$ cat config.mk
export PLATFORM = sky130hd
export DESIGN_NAME = alu_cmd_driver
export DESIGN_NICKNAME = d
export VERILOG_FILES = /design/src/rtl/alu_cmd_driver.sv
export SDC_FILE = /design/constraint.sdc
export NUM_CORES = 1
export LEC_CHECK = 0
export CORE_MARGIN = 5
export CORE_UTILIZATION = 35
export CTS_BUF_LIST = sky130_fd_sc_hd__clkbuf_4 sky130_fd_sc_hd__clkbuf_8
export DETAILED_ROUTE_END_ITERATION = 8
export SLEW_MARGIN = 40
export SYNTH_ARGS = -nofsm -noshare
export SYNTH_HDL_FRONTEND = slang
export SYNTH_SLANG_ARGS = --single-unit
$ cat constraint.sdc
create_clock -name clk -period 6.2 [get_ports clk]
set_clock_uncertainty 0.15 [all_clocks]
set_input_delay 0.93 -clock clk [delete_from_list [all_inputs] [get_ports clk]]
set_output_delay 0.93 -clock clk [all_outputs]
set_load 0.03 [all_outputs]
$ cat src/rtl/alu_cmd_driver.sv
// Command-side driver for a 32-bit combinational ALU: buffers commands in a FIFO,
// issues one per cycle and returns registered results with an echoed tag.
module alu_cmd_driver #(
    parameter int DEPTH = 4,
    parameter int TAG_W = 4,
    parameter int CNT_W = 16
) (
    input  logic             clk,
    input  logic             rst_n,
    input  logic             cmd_valid,
    output logic             cmd_ready,
    input  logic [31:0]      cmd_a,
    input  logic [31:0]      cmd_b,
    input  logic [2:0]       cmd_sel,
    input  logic [TAG_W-1:0] cmd_tag,
    output logic [31:0]      alu_a,
    output logic [31:0]      alu_b,
    output logic [2:0]       alu_sel,
    input  logic [31:0]      alu_r,
    input  logic             alu_zero,
    output logic             rsp_valid,
    input  logic             rsp_ready,
    output logic [31:0]      rsp_r,
    output logic             rsp_zero,
    output logic             rsp_err,
    output logic [TAG_W-1:0] rsp_tag,
    output logic [CNT_W-1:0] op_count
);
    localparam int AW = $clog2(DEPTH);
    localparam int PW = AW + 1;

    logic [31:0]      mem_a   [DEPTH];
    logic [31:0]      mem_b   [DEPTH];
    logic [2:0]       mem_sel [DEPTH];
    logic [TAG_W-1:0] mem_tag [DEPTH];

    logic [PW-1:0] wr_ptr;
    logic [PW-1:0] rd_ptr;
    logic          run;
    logic          full;
    logic          empty;
    logic          push;
    logic          load;
    logic [AW-1:0] wr_idx;
    logic [AW-1:0] rd_idx;

    assign wr_idx = wr_ptr[AW-1:0];
    assign rd_idx = rd_ptr[AW-1:0];
    assign empty  = (wr_ptr == rd_ptr);
    assign full   = (wr_ptr[AW] != rd_ptr[AW]) && (wr_idx == rd_idx);

    // run holds cmd_ready low while in reset, keeping the path purely registered
    assign cmd_ready = run && !full;
    assign push      = cmd_valid && cmd_ready;
    assign load      = !empty && (!rsp_valid || rsp_ready);

    assign alu_a   = empty ? 32'd0 : mem_a[rd_idx];
    assign alu_b   = empty ? 32'd0 : mem_b[rd_idx];
    assign alu_sel = empty ? 3'd0  : mem_sel[rd_idx];

    always_ff @(posedge clk) begin
        if (push) begin
            mem_a[wr_idx]   <= cmd_a;
            mem_b[wr_idx]   <= cmd_b;
            mem_sel[wr_idx] <= cmd_sel;
            mem_tag[wr_idx] <= cmd_tag;
        end
    end

    always_ff @(posedge clk or negedge rst_n) begin
        if (!rst_n) begin
            run    <= 1'b0;
            wr_ptr <= '0;
            rd_ptr <= '0;
        end else begin
            run <= 1'b1;
            if (push) wr_ptr <= wr_ptr + PW'(1);
            if (load) rd_ptr <= rd_ptr + PW'(1);
        end
    end

    always_ff @(posedge clk or negedge rst_n) begin
        if (!rst_n) begin
            rsp_valid <= 1'b0;
            rsp_r     <= 32'd0;
            rsp_zero  <= 1'b0;
            rsp_err   <= 1'b0;
            rsp_tag   <= '0;
        end else if (load) begin
            rsp_valid <= 1'b1;
            rsp_r     <= alu_r;
            rsp_zero  <= alu_zero;
            rsp_err   <= (mem_sel[rd_idx] >= 3'b101);
            rsp_tag   <= mem_tag[rd_idx];
        end else if (rsp_ready) begin
            rsp_valid <= 1'b0;
        end
    end

    always_ff @(posedge clk or negedge rst_n) begin
        if (!rst_n) begin
            op_count <= '0;
        end else if (rsp_valid && rsp_ready) begin
            op_count <= op_count + CNT_W'(1);
        end
    end

endmodule

==> metrics.md, run 1 <==
| Metric | Value |
|---|---|
| Initial drt markers | `~280` |
| Port Buffer Count | `230` |
| Psw | `about 3.4 mW` |
| RSZ-0062 raised after global routing | `no` |
| CP cell instances | `xnor2_2, nand2_1, nor2_4, buf_4, nor2b_1, clkdlybuf4s50_1` |
| CP max stage delay | `around 0.64 ns` |
| Final Critical Period | `roughly 4.4 ns` |
| Total core area | `about 0.037 mm2` |
| # diodes | `0` |
| Post-route worst setup slack | `approximately 1.8 ns` |
| Clk pin slew, worst setup/hold paths | `roughly 0.060 ns` |
| Syn Std Cell Area | `~0.013 mm2` |
| Detailed Place HPWL | `17100 um` |
| Boundary Pins | `231` |
| CP top delay family | `buffers and inverters` |
| Endpoints failing setup | `0` |
| Net Sw Frac | `0.365` |
| Critical path type | `flip-flop to output pin` |
| Top FF cell, synth | `edfxtp_1` |
| Inserted Clock Buffers | `58` |
| Seq pwr share | `0.338` |
| Die Height | `about 200 um` |
| H-tree levels | `2` |
| Critical Path AT | `3.35 ns` |
| Max-slew headroom | `0.458` |
| Crit. End Element | `output pin` |
| Fin. Hold Viols | `0` |
| Req. time, crit path | `between 5 and 6 ns` |
| Post-synth top cells | `edfxtp_1 (284), mux4_2 (71), nor2b_1 (68)` |
| YS warnings | `0` |
| Root Driver | `clkbuf_8` |
| CP Max Fanout | `31` |
| Status | `complete, no violations` |
| Ys async rst share | `0.179` |
| 1st-pass router iterations | `4` |
| Slew of the pin with the lowest slew margin | `between 0.8 and 0.9 ns` |
| Hold Path Class | `input port to asynchronous set/reset pin` |
| Nets | `1013` |
| Static leakage | `slightly below 6 nW` |
| Core Util, Final | `0.460` |
| Share of layout cells above drive strength 1 | `0.235` |
| Clk buf depth | `3` |
| Synth-to-Final Area Change | `30.3%` |
| Initial core utilization | `0.353` |
| DRC violations left | `0` |
| Drt wl/cell | `slightly below 20 um` |
| Number of synthesized flops with an enable pin | `~280` |
| Vias/cell | `between 4 and 5` |
| CTS tree | `done` |
| Worst vdd ir | `0.347 mV` |
| Remaining Overflow, GRT | `0` |
| Sequential share of the synthesized area | `0.762` |
| Placed Area | `0.0161 mm2` |
| Worst hold slack | `0.264 ns` |
| Largest net degree at the start of global routing | `between 70 and 80` |
| Die X | `roughly 200 um` |
| Synth area leader | `edfxtp_1` |
| Initial antenna violation count | `4` |
| Syn avg cell area | `roughly 21 um2` |
| Place WS | `approximately 2.3 ns` |
| Yosys reg bits | `approximately 350` |
| Final wirelength | `about 28000 um` |
| Die area | `approximately 0.042 mm2` |
| Comb pwr share | `0.452` |
| Max Clk Rate | `0.226 GHz` |
| Final Cycle Share | `0.715` |
| Most frequent cell after synthesis | `edfxtp_1` |
| Clock share of power | `0.209` |
| Internal power | `between 5 and 6 mW` |
| Crit path launch type | `flip-flop` |
| Critical Path Slowest Stage Cell | `dfrtp_4` |
| Max-Cap Viols | `0` |
| Cell Pwr Density | `around 540 mW/mm2` |
| Gpl congestion | `just over 0.7` |
| DRT antenna net count | `0` |
| Cell Rows | `between 70 and 80` |
| Mapped Nets | `740` |
| Post-route cell area | `between 0.015 and 0.02 mm2` |
| Clock Sinks | `about 350` |
| Post-CTS Hold Fix Bufs | `0` |
| CTS resizes | `0` |
| Post-synth top area share | `0.644` |
| Tot Pwr | `slightly above 9 mW` |
| Finished Layout Cells | `between 1000 and 1500` |
| Dpl cells | `1350` |
| Syn Inst Count | `between 600 and 700` |
| Clk_lat worst skew | `around 0.60 ns` |
| Global Route Usage Sum | `0.136` |
| CP bufs+invs | `2` |
| Max-slew violations | `0` |
| Postcts setup bufs | `0` |
| First-pass GRT wire length | `between 40000 and 50000 um` |
| Vias in the first global route | `about 7500` |
| Via count | `6730` |
| Main area contributors after synthesis | `edfxtp_1 (64%), mux4_2 (12%), dfrtp_1 (12%)` |
| Setup TNS | `0 ns` |
| Netlist cell types | `29` |
-- kinds of logic after synthesis --
group | Yosys count | synth area share
AOI/OAI and AO/OA | 6 | 0.00444
xor gates and xnor gates | 23 | 0.0164
adders and majority gates | 6 | 0.00567
buffers and inverters | 30 | 0.0125
DFF | 346 | 0.762
muxes | 110 | 0.154
other | 1 | 0.000283
and+or+nand+nor | 104 | 0.0451
-- path summary, 6_finish.rpt --
path	start	endpoint	slack, ns	cells past startpoint
worst max-delay path	rd_ptr[1]$_DFFE_PN0P_	alu_b[24]	1.77	6
worst min register to register	op_count[15]$_DFFE_PN0P_	op_count[15]$_DFFE_PN0P_	0.33	1
max in group asynchronous	rst_n	rd_ptr[0]$_DFFE_PN0P_	5.20	2
min in group clk	op_count[15]$_DFFE_PN0P_	op_count[15]$_DFFE_PN0P_	0.33	1
worst max register to register	rd_ptr[1]$_DFFE_PN0P_	mem_b[2][16]$_DFFE_PP_	3.10	4
worst min-delay path	rst_n	rsp_r[24]$_DFFE_PN0P_	0.26	2
-- power groups by stage --
stage	clock (mW)	combinational (mW)	sequential (mW)
floorplan	0	2.37	3.43
global placement	0	4.25	3.16
detailed placement	0	4.26	3.18
CTS	2.01	4.28	3.13
global route	2.13	4.45	3.17
finish	1.93	4.17	3.12
-- state kept, by name, indices dropped and copies added, names as in the netlist --
signal / cells
wr_ptr: 3
mem_sel: 12
rd_ptr: 3
mem_a: 128
mem_b: 128
op_count: 16
rsp_tag: 4
rsp_valid: 1
mem_tag: 16
rsp_r: 32
rsp_err: 1
run: 1
rsp_zero: 1
-- area by class of cell --
class | count | area [um2]
clock buffers | 85 | 1010
clock inverters | 18 | 104
fillers | 3278 | 20200
inverters | 3 | 11.3
multi-input cells | 250 | 3010
flip-flops and latches | 346 | 10100
well taps | 511 | 639
repair buffers | 240 | 2390
-- routing by layer --
layer | up-vias | wire length (um) | global-route usage
li1 | 3019 | - | -
met3 | 50 | 2150 | 0.0505
met2 | 225 | 13200 | 0.214
met1 | 3428 | 12400 | 0.178
met5 | - | 57 | 0
met4 | 8 | 546 | 0.0388
-- placed cells by master (no fill, tap or decap), types with 2 or more instances in the layout --
cell / count
and2_4: 4
and3_1: 2
buf_4: 8
clkbuf_4: 26
clkbuf_8: 59
clkdlybuf4s50_1: 229
clkinv_1: 11
clkinv_2: 5
dfrtp_1: 60
dfrtp_4: 2
edfxtp_1: 284
ha_1: 6
inv_1: 3
mux2_1: 3
mux2_2: 36
mux4_2: 71
nand2_1: 13
nand3_1: 6
nand4_1: 2
nor2_1: 3
nor2b_1: 68
nor3_1: 3
o21ai_0: 2
xnor2_1: 13
xnor2_2: 2
xor2_1: 8
-- worst register-to-register path: cells and delay by family, from the launching register on --
kind                   cells  cell delay [ns]
flip-flops                 1             0.64
AND/OR/NAND/NOR            1             0.63
buffers and inverters      1             0.63
AO/OA/AOI/OAI              1             0.40
XOR/XNOR                   1             0.23
No activity file was read; power rests on OpenSTA's default activity.
==> inputs of run 2 (changes only) <==
- clock period: 6.2 -> 4.4 ns (I/O delays scaled with it)
==> run 2 against run 1 <==
Die area unchanged; global-route usage up 0.053 points; flip-flop and latch count unchanged; worst setup slack worse by 1.1 ns; clock power up 45%; via count up 0.27%; critical path depth unchanged; combinational power up 44%; first-iteration DRC count up 2.2%; register-to-register slack worse by 1.4 ns; critical endpoint unchanged; largest cell class unchanged; highest routed layer unchanged.
==> metrics.md, run 2 (synthesis results as in run 1) <==
| Metric | Value |
|---|---|
| Status | `complete, no violations` |
| Net Sw Frac | `0.364 (-0.00137)` |
| Cell Pwr Density | `758 mW/mm2 (+42%)` |
| # diodes | `0 (unchanged)` |
| CP startpoint | `rd_ptr[0]$_DFFE_PN0P_` |
| WHS Path Cells | `1` |
| Max-Cap Viols | `0 (unchanged)` |
| Final Cycle Share | `0.839` |
| Comb pwr share | `0.456 (+0.004)` |
| Setup TNS | `0 ns (unchanged)` |
| Total core area | `0.0375 mm2 (unchanged)` |
| Slew of the pin with the lowest slew margin | `0.606 ns (-0.206 ns)` |
| Endpoints failing setup | `0 (unchanged)` |
| Clock Sinks | `346 (unchanged)` |
| Via count | `6748 (+0.27%)` |
| CTS resizes | `0 (unchanged)` |
| Global Route Usage Sum | `0.136 (+0.000530)` |
| Nets | `1016 (+0.30%)` |
| 1st-pass router iterations | `5 (+1)` |
| Req. time, crit path | `3.59 ns (-1.53 ns)` |
| Max Clk Rate | `around 0.27 GHz` |
| Final wirelength | `28200 um (-0.37%)` |
| Placed Area | `0.0162 mm2 (+0.62%)` |
| Initial core utilization | `0.353 (unchanged)` |
| Vias/cell | `4.63 (-0.14%)` |
| FF-to-FF Start | `rd_ptr[0]$_DFFE_PN0P_` |
| Worst vdd ir | `0.495 mV (+43%)` |
| CTS tree | `done` |
| Remaining Overflow, GRT | `0 (unchanged)` |
| First-pass GRT wire length | `43700 um (+0.48%)` |
| Reg2reg end | `mem_b[3][25]$_DFFE_PP_` |
| Boundary Pins | `231 (unchanged)` |
| Clock share of power | `0.212 (+0.003)` |
| Initial drt markers | `284 (+2.2%)` |
| R2R setup slack | `1.73 ns (-1.37 ns)` |
| R2R cell count | `4 (unchanged)` |
| Psw | `4.80 mW (+42%)` |
| Worst hold start | `op_count[15]$_DFFE_PN0P_` |
| Seq pwr share | `0.332 (-0.006)` |
| Internal power | `8.38 mW (+43%)` |
| Die X | `204 um (unchanged)` |
| Die area | `0.0418 mm2 (unchanged)` |
| Clk pin slew, worst setup/hold paths | `0.06 ns (about the same)` |
| Critical Path AT | `2.88 ns (-0.47 ns)` |
| DRC violations left | `0 (unchanged)` |
| Inserted Clock Buffers | `57 (-1.7%)` |
| Final Critical Period | `around 3.7 ns` |
| Detailed Place HPWL | `17300 um (+1.4%)` |
| Clk_lat worst skew | `0.61 ns (about the same)` |
| Root Driver | `clkbuf_8` |
| Initial antenna violation count | `1 (-3)` |
| CP Max Fanout | `48 (+55%)` |
| Max-slew headroom | `0.593 (+0.134)` |
| Critical path type | `flip-flop to output pin` |
| Static leakage | `5.94 nW (+1.0%)` |
| Clk buf depth | `3 (unchanged)` |
| Hold Path Class | `flip-flop to flip-flop` |
| RSZ-0062 raised after global routing | `no` |
| Largest net degree at the start of global routing | `49 (-34%)` |
| Synth-to-Final Area Change | `31.4%` |
| Port Buffer Count | `230 (unchanged)` |
| H-tree levels | `2 (unchanged)` |
| Cell Rows | `71 (unchanged)` |
| Max-slew violations | `0 (unchanged)` |
| Post-route cell area | `0.0174 mm2 (+0.88%)` |
| Worst hold slack | `0.328 ns (+0.0638 ns)` |
| Vias in the first global route | `7487 (-0.11%)` |
| Crit path launch type | `flip-flop` |
| Share of layout cells above drive strength 1 | `0.242 (+0.00695)` |
| Die Height | `204 um (unchanged)` |
| Tot Pwr | `13.2 mW (+43%)` |
| Postcts setup bufs | `0 (unchanged)` |
| Fill count | `3260 (-0.55%)` |
| Most common cell after layout, fill and taps aside | `edfxtp_1` |
| Commonest non-fill, non-tap cells in the layout | `edfxtp_1 (284), clkdlybuf4s50_1 (229), mux4_2 (71)` |
| Fin. Hold Viols | `0 (unchanged)` |
| Min-Delay Endpoint | `op_count[15]$_DFFE_PN0P_` |
| DRT antenna net count | `0 (unchanged)` |
| Gpl congestion | `0.688 (-2.4%)` |
| Crit. End Element | `output pin` |
| Drt wl/cell | `19.3 um (-0.78%)` |
| Regs by FF count | `mem_a (128), mem_b (128), rsp_r (32)` |
[run 2: changes by cell type in the layout (fill, tap and decap cells not counted), sizes merged]
cell,change
buf,+3
dlygate4sd3,+1
clkinvlp,+1
clkbuf,+4
clkinv,-3
[run 2: repair_timing]
item,CTS,global route
setup endpoints to repair,0,0
hold buffers,1,0
endpoints found under the hold margin,39,0
[run 2: worst max-delay path, stage by stage, from the launching register on]
cell and delay (ns):
dfrtp_4 0.56, xnor2_2 0.30, nand2_1 0.17, nor2_4 0.20, buf_12 0.29, nor2b_1 0.12
clkdlybuf4s50_1 0.61
[run 2: worst max-delay path by stage]
| stage | to | slack, ns | depth (start not counted) |
|---|---|---|---|
| 2_1_floorplan | mem_a[3][0]$_DFFE_PP_ | 1.07 | 4 |
| 3_3_place_gp | alu_b[24] | 1.33 | 6 |
| 3_5_place_dp | alu_b[24] | 1.32 | 6 |
| 4_1_cts | alu_b[24] | 0.62 | 6 |
| 5_1_grt | alu_b[23] | 0.55 | 6 |
| 6_report | alu_b[24] | 0.71 | 6 |
[run 2: layout make-up]
cell class,instances,area [um2],share of cell area
inverter,3,11.3,0.000647
clock inverter,16,100,0.00575
sequential,346,10100,0.580
clock buffer,89,1060,0.0607
timing repair buffer,244,2490,0.143
multi-input combinational,250,3010,0.173
tap,511,639,0.0368
[run 2: through the flow]
step / cells / setup slack [ns] / util
floorplan: 626 / 1.07 / -
global placement: 1353 / 1.33 / 0.433
detailed placement: 1353 / 1.32 / 0.433
CTS: 1459 / 0.618 / 0.464
global route: 1459 / 0.554 / 0.464
finish: 1459 / 0.710 / 0.464
[run 2: metal layers]
metal | vias up | share of wire | global-route usage
met5 | - | 0.00046 | 0
li1 | 3031 | - | -
met3 | 44 | 0.076 | 0.0478
met4 | 2 | 0.018 | 0.0378
met1 | 3450 | 0.44 | 0.186
met2 | 221 | 0.47 | 0.209
[run 2: power groups by stage]
stage	combinational, mW	sequential (mW)	clock, mW
2_1_floorplan	3.34	4.83	0
3_3_place_gp	6.12	4.43	0
3_5_place_dp	6.13	4.46	0
4_1_cts	6.15	4.39	2.90
5_1_grt	6.39	4.45	3.06
6_report	6.01	4.38	2.79
==> inputs of run 3 (changes only) <==
- clock period: 4.4 -> 3.37 ns (I/O delays scaled with it)
==> run 3 against run 2 <==
Combinational power increased by 25%; worst setup slack got worse by 0.55 ns; largest power group unchanged; global-route usage increased by 0.081 points; critical path type unchanged.
==> metrics.md, run 3 (synthesis results as in run 1) <==
| Metric | Value |
|---|---|
| Max-Cap Viols | `0 (unchanged)` |
| R2R cell count | `4 (unchanged)` |
| R2R setup slack | `0.89 ns (-0.84 ns)` |
| Via count | `6722 (-0.39%)` |
| Max-slew violations | `0 (unchanged)` |
| Initial drt markers | `405 (+43%)` |
| Tot Pwr | `17.0 mW (+29%)` |
| Detailed Place HPWL | `18300 um (+5.7%)` |
| H-tree levels | `2 (unchanged)` |
| Dpl cells | `1364 (+0.81%)` |
| DRT antenna net count | `0 (unchanged)` |
| Clk buf depth | `3 (unchanged)` |
| Multi-input gate area | `0.00302 mm2 (+0.37%)` |
| Static leakage | `6.16 nW (+3.7%)` |
| CP bufs+invs | `2 (unchanged)` |
| FF-to-FF Start | `rd_ptr[0]$_DFFE_PN0P_` |
| Crit. End Element | `output pin` |
| Clk_lat worst skew | `0.62 ns (about the same)` |
| Vias in the first global route | `7369 (-1.6%)` |
| CP startpoint | `rd_ptr[0]$_DFFE_PN0P_` |
| Remaining Overflow, GRT | `0 (unchanged)` |
| Root Driver | `clkbuf_8` |
| CP cell instances | `buf_12, mux4_2, nor2b_1, dlygate4sd2_1` |
| Finished Layout Cells | `1474 (+1.0%)` |
| Die area | `0.0418 mm2 (unchanged)` |
| Slew of the pin with the lowest slew margin | `0.550 ns (-0.0565 ns)` |
| Reg2reg end | `mem_b[1][18]$_DFFE_PP_` |
| Synth-to-Final Area Change | `32.5%` |
| Worst setup endpoint | `alu_b[14]` |
| Max Clk Rate | `0.312 GHz` |
| CTS tree | `done` |
| CP Max Fanout | `18 (-63%)` |
| Nets | `1029 (+1.3%)` |
| CP top delay family | `buffers and inverters` |
| Hold Path Class | `input port to asynchronous set/reset pin` |
| Drt wl/cell | `19.6 um (+1.6%)` |
| Final wirelength | `28900 um (+2.6%)` |
| Die X | `204 um (unchanged)` |
| Critical Path AT | `2.55 ns (-0.33 ns)` |
| Share of layout cells above drive strength 1 | `0.243 (+0.00143)` |
| Clk pin slew, worst setup/hold paths | `0.06 ns (about the same)` |
| Gpl congestion | `0.714 (+3.8%)` |
| Endpoints failing setup | `0 (unchanged)` |
| Worst hold slack | `0.238 ns (-0.0901 ns)` |
| Worst vdd ir | `0.501 mV (+1.3%)` |
| Register area | `0.0101 mm2 (unchanged)` |
| Vias/cell | `4.56 (-1.4%)` |
| 1st-pass router iterations | `4 (-1)` |
| Req. time, crit path | `2.71 ns (-0.88 ns)` |
| Largest net degree at the start of global routing | `40 (-18%)` |
| Crit path launch type | `flip-flop` |
| Critical path type | `flip-flop to output pin` |
| First-pass GRT wire length | `43800 um (+0.32%)` |
| Core Util, Final | `0.468 (+0.00377)` |
| Total core area | `0.0375 mm2 (unchanged)` |
| Setup TNS | `0 ns (unchanged)` |
| Cell Pwr Density | `969 mW/mm2 (+28%)` |
| Boundary Pins | `231 (unchanged)` |
| Final Critical Period | `about 3.2 ns` |
| Max-slew headroom | `0.631 (+0.0380)` |
| Regs by FF count | `mem_a (128), mem_b (128), rsp_r (32)` |
| CP max stage delay | `0.59 ns (-0.02 ns)` |
| Critical Path Slowest Stage Cell | `dfrtp_4` |
| Initial core utilization | `0.353 (unchanged)` |
| DRC violations left | `0 (unchanged)` |
| Most common cell after layout, fill and taps aside | `edfxtp_1` |
| Clock Sinks | `346 (unchanged)` |
| Status | `complete, no violations` |
| Inserted Clock Buffers | `58 (+1.8%)` |
| Initial antenna violation count | `2 (+1)` |
| RSZ-0062 raised after global routing | `no` |
| Cell Rows | `71 (unchanged)` |
| # diodes | `0 (unchanged)` |
| Port Buffer Count | `230 (unchanged)` |
| Fin. Hold Viols | `0 (unchanged)` |
| Worst path depth | `4 (-2)` |
| Commonest non-fill, non-tap cells in the layout | `edfxtp_1 (284), clkdlybuf4s50_1 (162), mux4_2 (71)` |
| Die Height | `204 um (unchanged)` |
| Final Cycle Share | `0.952` |
| Global Route Usage Sum | `0.137 (+0.000806)` |
| Fill count | `3273 (+0.40%)` |
[run 3: changes by cell type in the layout (fill, tap and decap cells not counted), sizes merged]
| cell | previous run | this run |
|---|---|---|
| buf | 14 | 27 |
| bufinv | 1 | 3 |
| clkbuf | 89 | 78 |
| clkdlybuf4s50 | 229 | 162 |
| clkinv | 13 | 26 |
| clkinvlp | 2 | 0 |
| dlygate4sd2 | 0 | 65 |
| inv | 3 | 5 |
[run 3: report_power, final]
group	total, mW	internal (mW)	switching [mW]
combinational	7.52	3.13	4.40
clock	3.71	2.08	1.63
sequential	5.76	5.41	0.348
total	17.0	10.6	6.37
[run 3: how the worst min path moves through the flow]
stage,startpoint,to,depth (start not counted)
after floorplan,rst_n,op_count[0]$_DFFE_PN0P_,0
after global placement,rsp_zero$_DFFE_PN0P_,rsp_zero$_DFFE_PN0P_,1
after detailed placement,rsp_r[24]$_DFFE_PN0P_,rsp_r[24]$_DFFE_PN0P_,1
after CTS,rst_n,rd_ptr[0]$_DFFE_PN0P_,2
after global routing,rst_n,rd_ptr[0]$_DFFE_PN0P_,2
final,rst_n,rsp_r[25]$_DFFE_PN0P_,2
[run 3: layout make-up]
cell class,instances,share of cell area
clock inverter,31,0.0121
inverter,3,0.000642
tap,511,0.0365
multi-input combinational,250,0.172
timing repair buffer,256,0.149
clock buffer,77,0.0547
sequential,346,0.575
[run 3: repair_timing]
action / CTS / global route
resized for setup: 65 / 2
pin swaps: 0 / 0
hold buffers: 1 / 0
buffers inserted: 0 / 0
setup endpoints to repair: 65 / 12
hold endpoints to repair: 19 / 0
gates cloned: 0 / 1
[run 3: layer usage]
metal,share of wire,vias up,GRT usage
li1,-,3068,-
met1,0.43,3379,0.181
met2,0.48,226,0.217
met3,0.073,47,0.0436
met4,0.019,2,0.0455
met5,0.00045,-,0
[run 3: stage by stage]
stage | area, um2 | setup WS (ns)
after floorplan | 13200 | 0.0402
after global placement | 16400 | 0.503
after detailed placement | 16400 | 0.473
after CTS | 17500 | 0.0345
after global routing | 17500 | 0.00551
final | 17500 | 0.160
